`src/rtl/uart_tx.sv`:
```
// uart_tx: 8N1 parallel-to-serial UART transmitter, LSB first.
// Accepts a byte on a one-cycle start strobe when idle and drives txd from a
// flop so the line never glitches. Bit period is CLKS_PER_BIT clocks.
//
// state    | meaning
// ---------+------------------------------------------------------------
// ST_IDLE  | line high, waiting for tx_start
// ST_START | driving the start bit (low) for one bit period
// ST_DATA  | shifting out data bits 0..7, LSB first
// ST_STOP  | driving the stop bit (high); tx_done pulses when it ends
module uart_tx #(
    parameter int unsigned CLKS_PER_BIT = 5208
) (
    input  logic       clk,
    input  logic       n_rst,
    input  logic       tx_start,
    input  logic [7:0] tx_data,
    output logic       txd,
    output logic       tx_busy,
    output logic       tx_done
);

    typedef enum logic [1:0] {
        ST_IDLE  = 2'd0,
        ST_START = 2'd1,
        ST_DATA  = 2'd2,
        ST_STOP  = 2'd3
    } state_t;

    localparam logic [15:0] CNT_TOP = 16'(CLKS_PER_BIT);

    state_t      state_q;
    logic [15:0] cnt_q;
    logic [2:0]  idx_q;
    logic [7:0]  sh_q;
    logic        txd_q;
    logic        busy_q;
    logic        done_q;
    logic        bit_tick;

    // A bit ends on the cycle the counter reaches its top value.
    assign bit_tick = (cnt_q == CNT_TOP);

    // Frame sequencer: state, bit timing, payload shift and registered outputs.
    always_ff @(posedge clk or negedge n_rst) begin
        if (!n_rst) begin
            state_q <= ST_IDLE;
            cnt_q   <= 16'd1;
            idx_q   <= 3'd0;
            sh_q    <= 8'h00;
            txd_q   <= 1'b1;
            busy_q  <= 1'b0;
            done_q  <= 1'b0;
        end else begin
            done_q <= 1'b0;
            if (state_q != ST_IDLE) begin
                cnt_q <= bit_tick ? 16'd1 : cnt_q + 16'd1;
            end
            case (state_q)
                ST_IDLE: begin
                    txd_q  <= 1'b1;
                    busy_q <= 1'b0;
                    cnt_q  <= 16'd1;
                    if (tx_start) begin
                        sh_q    <= tx_data;
                        txd_q   <= 1'b0;
                        busy_q  <= 1'b1;
                        state_q <= ST_START;
                    end
                end
                ST_START: begin
                    if (bit_tick) begin
                        txd_q   <= sh_q[0];
                        sh_q    <= sh_q >> 1;
                        idx_q   <= 3'd0;
                        state_q <= ST_DATA;
                    end
                end
                ST_DATA: begin
                    if (bit_tick) begin
                        if (idx_q == 3'd7) begin
                            txd_q   <= 1'b1;
                            state_q <= ST_STOP;
                        end else begin
                            txd_q <= sh_q[0];
                            sh_q  <= sh_q >> 1;
                            idx_q <= idx_q + 3'd1;
                        end
                    end
                end
                ST_STOP: begin
                    if (bit_tick) begin
                        busy_q  <= 1'b0;
                        done_q  <= 1'b1;
                        state_q <= ST_IDLE;
                    end
                end
                default: begin
                    // Unreachable with a full 2-bit enum; recover to a quiet line.
                    state_q <= ST_IDLE;
                    txd_q   <= 1'b1;
                    busy_q  <= 1'b0;
                    cnt_q   <= 16'd1;
                end
            endcase
        end
    end

    assign txd     = txd_q;
    assign tx_busy = busy_q;
    assign tx_done = done_q;

endmodule

```
`config.mk`:
```
export PLATFORM = sky130hd
export DESIGN_NAME = uart_tx
export DESIGN_NICKNAME = d
export VERILOG_FILES = /design/src/rtl/uart_tx.sv
export SDC_FILE = /design/constraint.sdc
export NUM_CORES = 1
export LEC_CHECK = 0
export ABC_CLOCK_PERIOD_IN_PS = 2790
export CAP_MARGIN = 20
export CORE_MARGIN = 1.5
export CORE_UTILIZATION = 50
export CTS_CLUSTER_SIZE = 14
export DETAILED_ROUTE_END_ITERATION = 16
export DONT_BUFFER_PORTS = 1
export PLACE_DENSITY = 0.63
export SYNTH_ARGS = -nofsm -noshare
export SYNTH_HDL_FRONTEND = slang
export SYNTH_SLANG_ARGS = --single-unit
export TNS_END_PERCENT = 5
```
`constraint.sdc`:
```
create_clock -name clk -period 2.79 [get_ports clk]
set_input_delay 0.279 -clock clk [delete_from_list [all_inputs] [get_ports clk]]
set_output_delay 0.279 -clock clk [all_outputs]
set_load 0.005 [all_outputs]
```
# Yosys cells after proc, flatten, opt, wreduce, memory -nomap -nowiden
# Index checks and enable logic that the tools add are counted.
[word_totals]
out_inout_bits = 3
input_bits = 11
reg_bits = 32
elab_cells = 59
[classes]
n_eq_ne = 11
n_addsub = 2
n_mux = 28
n_reduce_logical = 11
[ops]
columns = ["cell", "n"]
rows = [
  ["$mux W16", 3],
  ["$mux W8", 4],
  ["$pmux W8 S3", 1],
  ["$add A16 B1 Y16 const B", 1],
  ["$eq A16 B13 Y1 const B", 1],
  ["$ne A2 B2 Y1 const B", 6],
  ["$mux W2", 5],
  ["$reduce_and A5 Y1", 2],
  ["$mux W3", 3],
  ["$mux W1", 8],
  ["$pmux W2 S4", 1],
  ["$reduce_bool A2 Y1", 4],
  ["$pmux W3 S2", 1],
  ["$eq A2 B2 Y1 const B", 2],
  ["$reduce_and A4 Y1", 1],
  ["$add A3 B1 Y3 const B", 1],
  ["$eq A3 B3 Y1 const B", 1],
  ["$pmux W1 S3", 1],
  ["$reduce_and A3 Y1", 1],
  ["$reduce_bool A3 Y1", 1],
  ["$eq A2 B1 Y1 const B", 1],
  ["$logic_not A2 Y1", 1],
  ["$pmux W1 S2", 1],
  ["$reduce_and A2 Y1", 1],
]

# Logic depth before layout (Yosys ltp)
# Gate-level depths: netlist of the first run.
[logic_depth]
depth_word = 4
depth_mapped = 8
depth_no_buf = 6

# Worst setup path after synthesis of the first run
# OpenSTA, ideal clock, no wires.
[synth_timing]
kind = "register to register"
start = "register state_q[0]"
end = "register sh_q[0]"
arrival_ps = 1747
period_less_slack_ps = 1872
setup_slack_ps = 918
path_stages_with_launch = 7
n_path_buf = 1
setup_ps = 125
required_ps = 2665
cell_sequence = "dfrtp_1 > inv_1 > ha_1 > clkbuf_1 > or2_2 > a21oi_4 > mux2_2"
[synth_via]
elab_chain_cells = 3
elab_cells_between_ends = 10
classes_between = "eq/ne (6); mux (1); reduce/logical (3)"
[synth_rtl]
columns = ["element", "line_no", "source"]
rows = [
  ["from (decl)", "32", "state_t state_q;"],
  ["from (signal assigned)", "47", "state_q <= ST_IDLE;"],
  ["from (signal assigned)", "68", "state_q <= ST_START;"],
  ["from (signal assigned)", "76", "state_q <= ST_DATA;"],
  ["$eq A2 B2 Y1, or another cell as far along", "59", "case (state_q)"],
  ["$ne A2 B2 Y1 (no line) / $reduce_bool A3 Y1 (equally long branches)", "n/a", ""],
  ["$reduce_and A5 Y1 (no line)", "n/a", ""],
  ["to (signal assigned)", "65", "sh_q <= tx_data;"],
  ["to (signal assigned)", "74", "sh_q <= sh_q >> 1;"],
  ["to (signal assigned)", "86", "sh_q <= sh_q >> 1;"],
  ["to (decl)", "35", "logic [7:0] sh_q;"],
]
# Several ways; a longest one is shown, not always the timed one.
# A chain may end at the register's enable or synchronous reset.

# Worst setup path in the final report of the first run
[layout_timing]
start = "register cnt_q[0]"
end = "register cnt_q[0]"
[layout_via]
elab_chain_cells = 4
elab_cells_between_ends = 5
classes_between = "add/sub (1); eq/ne (1); mux (3)"
[layout_rtl]
columns = ["element", "line_no", "source"]
rows = [
  ["from (decl)", "33", "logic [15:0] cnt_q;"],
  ["from (signal assigned)", "57", "cnt_q <= bit_tick ? 16'd1 : cnt_q + 16'd1;"],
  ["$add A16 B1 Y16 / $eq A16 B13 Y1 (equally long branches)", "57, 42", ""],
  ["$mux W16 (*)", "57", ""],
  ["$mux W16 (*)", "56", "if (state_q != ST_IDLE) begin"],
  ["$mux W16 (*)", "59", ""],
]
# Mark *: on every way between the ends. The rest lies on a longest branch, timed or not. The select of a mux whose other input is x is not followed.

==> summary.txt, run 1 <==
Power
  • Peak supply drop: 0.4715 mV
  • Sw Ratio: a little over a third
  • NetSw: 0.6446 mW
  • Comb pwr share: 44.4%
  • PnR Total Power: 1.760 mW
  • Pleak: a little over 0.8 nW
  • Internal Pwr Total: approximately 1.1 mW
  • Reg power frac: 39.7%
  • Clock Power Share: 15.9%
  • Pwr dens: 930.1 nW/um^2

Clocking
  • Num CTS Buffers: 5
  • Clock buffer depth: 2
  • Setup Fix Bufs, Post-CTS: 0
  • Max H-tree Level: 2
  • Clk_lat worst skew: 340 ps
  • Clk root buf: clkbuf_4
  • CTS sink cnt: 32
  • CTS tree: built
  • Clock transition at path regs: about 100 ps

Logic synthesis
  • Post-synth top area share: 42.25%
  • Yosys warnings: 0
  • Flops & latches, synth: 32
  • Gate Count Post-Synth: 171
  • Largest area contributor in the netlist: dfrtp_1
  • Sequential area share after synthesis: between 40% and 50%
  • Ys flop type: dfrtp_1
  • Largest cells by area after synthesis: dfrtp_1 (42%), mux2_2 (8.9%), ha_1 (5.6%)
  • Avg Cell Area, Syn: 10.39 um^2
  • Unique masters post-synth: 38
  • Fraction of registers with async set/reset: between 90% and 100%
  • Syn nets: 190
  • Synth Cell Area: around 1800 um^2
  • Post-synth EDFFs: 0

Critical path
  • Critical-path maximum fanout: 16
  • Crit path max-delay family: simple AND/OR/NAND/NOR gates
  • Cell Chain, Critical Path: inv_1 > ha_1 > nor4b_2 > nand4_1 > buf_4 > nand2b_1 > or2_2
  • Crit. Startpoint: cnt_q[0]
  • Critical Path RT: about 3000 ps
  • Startpoint types: register
  • Crit end category: register
  • CP bufs+invs: 2
  • Highest-delay cell along the critical path: dfstp_2
  • Worst EP arrival: 2340 ps
  • Largest stage delay, worst path: roughly 550 ps
  • Crit Path Class: reg -> reg
  • R2R Path Start: cnt_q[0]

Min path
  • Hold Crit Start: tx_start
  • Worst Hold Class: in -> reg

Final layout
  • Layout Nets: 193
  • Final Non-Filler Cells: 221
  • Commonest non-fill, non-tap cell in the layout: dfrtp_1
  • Share of cells above drive strength 1: 17.71%
  • # diodes: 0
  • Most frequent cells in the layout: dfrtp_1 (30), nor2_1 (21), mux2_2 (14), xnor2_1 (11)
  • P&R area growth vs syn: 6.479%

Run status
  • Run status: finished clean

Timing
  • Fin crit period: 2074 ps
  • Relative slew margins: about three fifths
  • Worst Max-Slew Pin Slew: between 500 and 600 ps
  • Clock skew: between 7 and 8 ps
  • RSZ-0062 raised after global routing: false
  • Final Hold Fails: 0
  • Sum Neg Setup Slack: 0 ps
  • Final hold slack: 164.3 ps
  • Max Clock Freq: between 400 and 500 MHz
  • Period Utilization, post-route: 74.33%
  • Setup-failing EPs final: 0
  • Max Slew Vio Count: 0

Routing
  • Total iterations of the first detailed-routing run: 4
  • 1st-iter DRT viols: between 70 and 80
  • # DRC: 0
  • Via count: 1277
  • Routed Wire Length: 3.235 mm
  • Vias per std cell: between 5 and 6
  • Antenna-violating nets left: 0
  • Routed len/inst: 14.64 um

Global route
  • First-pass GRT wire length: 5.678 mm
  • Gr ovfl total: 0
  • Vias in the first global route: 1267
  • Largest net degree at the start of global routing: 33
  • Gr usage total: 18.71%
  • Antenna violations before repair: 0

Die
  • Die H: 62.61 um
  • Die width: about 63 um
  • Core box area: 3363 um^2
  • Die ar.: 3920 um^2
  • Starting Density: 52.83%
  • Row count: 21
  • I/O pin cnt: 14

Placed design
  • Port Buffers: 0
  • Hpwl dp: 2.265 mm
  • RD Place Congestion: about 0.9
  • DP Cell Count: 211

Job
  • Max Cap Violations: 0
[worst paths after layout]
kind,depth (start not counted),endpoint,slack [ps]
max in group asynchronous,2,txd,2160
max reg2reg,7,cnt_q[0],720
min,2,tx_busy,160
min in group asynchronous,2,idx_q[0],370
min reg2reg,1,sh_q[6],500
max,7,cnt_q[0],720
[logic make-up (layout without fill, tap and decap cells)]
group,Yosys count,in the layout,share of synthesized area (%)
compound gates,15,15,6.198
mux,18,18,11.34
xor+xnor,13,13,6.408
buf+inv,17,21,4.296
fa+ha+maj,8,8,5.634
simple gates,68,68,20.92
flops,32,32,45.21
[cells in the mapped netlist (all sizes together), types with 5 or more instances]
cell type	count
a21oi	5
buf	5
dfrtp	30
ha	8
inv	10
mux2	17
nand2	9
nand3	10
nor2	21
nor4b	6
xnor2	11
[power groups by stage]
stage                     registers (mW)  clock network [mW]  logic [mW]
after floorplan                    0.667                   0       0.679
after global placement             0.697                   0       0.738
after detailed placement           0.707                   0       0.772
after CTS                          0.699               0.294       0.788
after global routing               0.713               0.319       0.865
final                              0.698               0.281       0.781
[area by class of cell]
type                    instances  area, um^2
clock buffers                   8       58.81
fillers                       326        1471
inverters                      10       37.54
multi-input cells             122       897.1
flip-flops and latches         32       803.3
well taps                      46       57.56
repair buffers                  3       37.54
[sequential cells by signal, indices dropped and copies added (netlist names)]
signal,count
cnt_q,16
sh_q,8
idx_q,3
state_q,2
tx_busy,1
tx_done,1
txd,1
[layer usage]
metal | global-route usage [%] | vias up | wire (um)
met5 | 0 | - | 0
met4 | 10.00 | 0 | 48
met3 | 4.144 | 8 | 168
met2 | 29.03 | 44 | 1535
met1 | 24.44 | 623 | 1482
li1 | - | 602 | -
[stage by stage]
step / setup slack [ps] / util (%) / cell area [um^2]
4_1_cts: 704.7 / 56.25 / 1892
2_1_floorplan: 918.1 / - / 1777
5_1_grt: 565.2 / 56.25 / 1892
3_3_place_gp: 788.7 / 53.61 / 1803
3_5_place_dp: 724.4 / 53.61 / 1803
6_report: 716.1 / 56.25 / 1892
[what timing repair did]
item | 4_1_cts | 5_1_grt
hold buffers | 2 | 0
setup endpoints to repair | 0 | 0
endpoints found under the hold margin | 32 | 0
gates resized for setup | 0 | 0
Note: power is estimated with default switching activity, not from simulation.
==> run 2, diff against run 1 <==
--- a/config.mk
+++ b/config.mk
@@ -5,7 +5,7 @@
 export SDC_FILE = /design/constraint.sdc
 export NUM_CORES = 1
 export LEC_CHECK = 0
-export ABC_CLOCK_PERIOD_IN_PS = 2790
+export ABC_CLOCK_PERIOD_IN_PS = 2150
 export CAP_MARGIN = 20
 export CORE_MARGIN = 1.5
 export CORE_UTILIZATION = 50
==> constraint.sdc (replaced) <==
create_clock -name clk -period 2.15 [get_ports clk]
set_input_delay 0.215 -clock clk [delete_from_list [all_inputs] [get_ports clk]]
set_output_delay 0.215 -clock clk [all_outputs]
set_load 0.005 [all_outputs]
==> run 2 against run 1 <==
Net effect: first-iteration DRC count down 37%; global-route usage is essentially flat; non-clock buffer count rose by 3; worst setup slack got worse by 530 ps; die area stayed put; total power grew 30%; hold slack worse by 89 ps; critical endpoint is now sh_q[4]; largest power group unchanged; highest routed layer unchanged.
==> summary.txt, run 2 (same netlist as run 1, synthesis figures left out) <==
Timing
  • Setup-failing EPs final: 0 (unchanged)
  • RSZ-0062 raised after global routing: false (unchanged)
  • Worst setup margin: 185.5 ps (was 716.1 ps)
  • Period Utilization, post-route: 91.37% (was 74.33%)
  • Final Hold Fails: 0 (unchanged)
  • Sum Neg Setup Slack: 0 ps (unchanged)
  • Relative slew margins: 75.34% (was 60.96%)
  • Clock skew: 9.445 ps (was 7.132 ps)
  • Max Slew Vio Count: 0 (unchanged)
  • Worst Max-Slew Pin Slew: 370.0 ps (was 585.6 ps)
  • Fin crit period: 1965 ps (was 2074 ps)
  • Max Clock Freq: 509.0 MHz (was 482.2 MHz)

Power
  • Pleak: 0.8234 nW (was 0.8129 nW)
  • Peak supply drop: 0.8958 mV (was 0.4715 mV)
  • Pwr dens: 1194 nW/um^2 (was 930.1 nW/um^2)

Critical path
  • CP bufs+invs: 1 (was 2)
  • Cell Chain, Critical Path: inv_1 > ha_1 > or2_2 > a21oi_4 > mux2_2 (was inv_1 > ha_1 > nor4b_2 > nand4_1 > buf_4 > nand2b_1 > or2_2)
  • R2R Setup Slk: 190 ps (was 720 ps)
  • Highest-delay cell along the critical path: dfrtp_1 (was dfstp_2)
  • Crit Path Class: reg -> reg (unchanged)
  • Worst reg2reg path depth: 5 (was 7)
  • Critical-path maximum fanout: 10 (was 16)
  • Largest stage delay, worst path: 420 ps (was 550 ps)
  • Crit path max-delay family: flip-flops (was simple AND/OR/NAND/NOR gates)
  • Crit end category: register (unchanged)
  • WP depth: 5 (was 7)
  • Startpoint types: register (unchanged)
  • Critical Path RT: 2410 ps (was 3060 ps)
  • Worst EP arrival: 2220 ps (was 2340 ps)

Die
  • I/O pin cnt: 14 (unchanged)
  • Die ar.: 3920 um^2 (unchanged)
  • Die H: 62.61 um (unchanged)
  • Row count: 21 (unchanged)
  • Core box area: 3363 um^2 (unchanged)
  • Starting Density: 52.83% (unchanged)
  • Die width: 62.61 um (unchanged)

Placed design
  • RD Place Congestion: 0.8262 (was 0.8790)
  • DP Cell Count: 214 (was 211)
  • Pre-CTS WS: 175.7 ps (was 724.4 ps)
  • Port Buffers: 0 (unchanged)
  • Hpwl dp: 2.230 mm (was 2.265 mm)
  • DP Area: 1826 um^2 (was 1803 um^2)

Clocking
  • Clk_lat worst skew: 360 ps (was 340 ps)
  • PostCTS Resize Cnt: 0 (unchanged)
  • Max H-tree Level: 2 (unchanged)
  • CTS tree: built (unchanged)
  • Clock buffer depth: 2 (unchanged)
  • Clk root buf: clkbuf_4 (unchanged)
  • Setup Fix Bufs, Post-CTS: 0 (unchanged)
  • Hold buffers post-CTS: 2 (unchanged)
  • CTS sink cnt: 32 (unchanged)
  • Clock transition at path regs: 120 ps (was 100 ps)
  • Num CTS Buffers: 5 (unchanged)

Routing
  • Vias per std cell: 5.638 (was 5.778)
  • Total iterations of the first detailed-routing run: 4 (unchanged)
  • # DRC: 0 (unchanged)
  • Antenna-violating nets left: 0 (unchanged)
  • Via count: 1263 (was 1277)
  • Routed Wire Length: 3.180 mm (was 3.235 mm)
  • 1st-iter DRT viols: 49 (was 78)
  • Routed len/inst: 14.20 um (was 14.64 um)

Run status
  • Run status: finished clean (unchanged)

Final layout
  • P&R area growth vs syn: 7.887% (was 6.479%)
  • Register with the most flip-flops: cnt_q (unchanged)
  • Share of cells above drive strength 1: 20.22% (was 17.71%)
  • Fill count: 324 (was 326)
  • # diodes: 0 (unchanged)
  • Commonest non-fill, non-tap cell in the layout: dfrtp_1 (unchanged)
  • Largest regs: cnt_q: 16 flops, sh_q: 8 flops, idx_q: 3 flops (unchanged)
  • Layout Nets: 196 (was 193)
  • Final Non-Filler Cells: 224 (was 221)
  • Max reg flops: 16 (unchanged)
  • Fin area: 1917 um^2 (was 1892 um^2)
  • Most frequent cells in the layout: dfrtp_1 (30), nor2_1 (21), mux2_2 (14), xnor2_1 (11) (unchanged)

Min path
  • Worst Hold Class: in -> reg (unchanged)
  • Hold path depth: 2 (unchanged)

Global route
  • Antenna violations before repair: 0 (unchanged)
  • Gr ovfl total: 0 (unchanged)
  • Gr usage total: 18.70% (was 18.71%)
  • Largest net degree at the start of global routing: 33 (unchanged)
  • First-pass GRT wire length: 5.713 mm (was 5.678 mm)
  • Vias in the first global route: 1243 (was 1267)

Job
  • Max Cap Violations: 0 (unchanged)
-- run 2: stage by stage --
step / utilization, % / hold WS (ps) / power (mW)
floorplan: - / -80.59 / 1.747
global placement: 54.28 / -79.80 / 1.887
detailed placement: 54.28 / -79.66 / 1.937
CTS: 56.99 / 70.98 / 2.322
global route: 56.99 / 93.49 / 2.489
finish: 56.99 / 74.95 / 2.290
-- run 2: area by class of cell --
cell class                      instances  area, um^2  area share [%]
Timing Repair Buffer                    6       60.06           3.133
Clock inverter                          3       23.77           1.240
Clock buffer                            5       37.54           1.958
Inverter                               10       37.54           1.958
Multi-Input combinational cell        122       897.1           46.80
Tap cell                               46       57.56           3.003
Sequential cell                        32       803.3           41.91
-- run 2: per-layer routing --
layer  track usage [%]  part of all wire [%]  up-vias
met4             7.500                   1.6        0
met1             24.88                    48      626
met5                 0                     0        -
li1                  -                     -      606
met3             6.126                   4.5        5
met2             28.23                    46       26
-- run 2: power breakdown --
group | total (mW) | switching (mW) | internal (mW)
sequential | 0.887 | 0.110 | 0.777
clock | 0.364 | 0.235 | 0.128
combinational | 1.04 | 0.509 | 0.529
-- run 2: worst paths after layout --
kind                              to       start
setup reg to reg             sh_q[4]  state_q[0]
max in group asynchronous   cnt_q[0]       n_rst
min in group asynchronous  cnt_q[13]       n_rst
hold reg to reg              sh_q[6]     sh_q[6]
setup / recovery             sh_q[4]  state_q[0]
hold / removal               tx_busy    tx_start
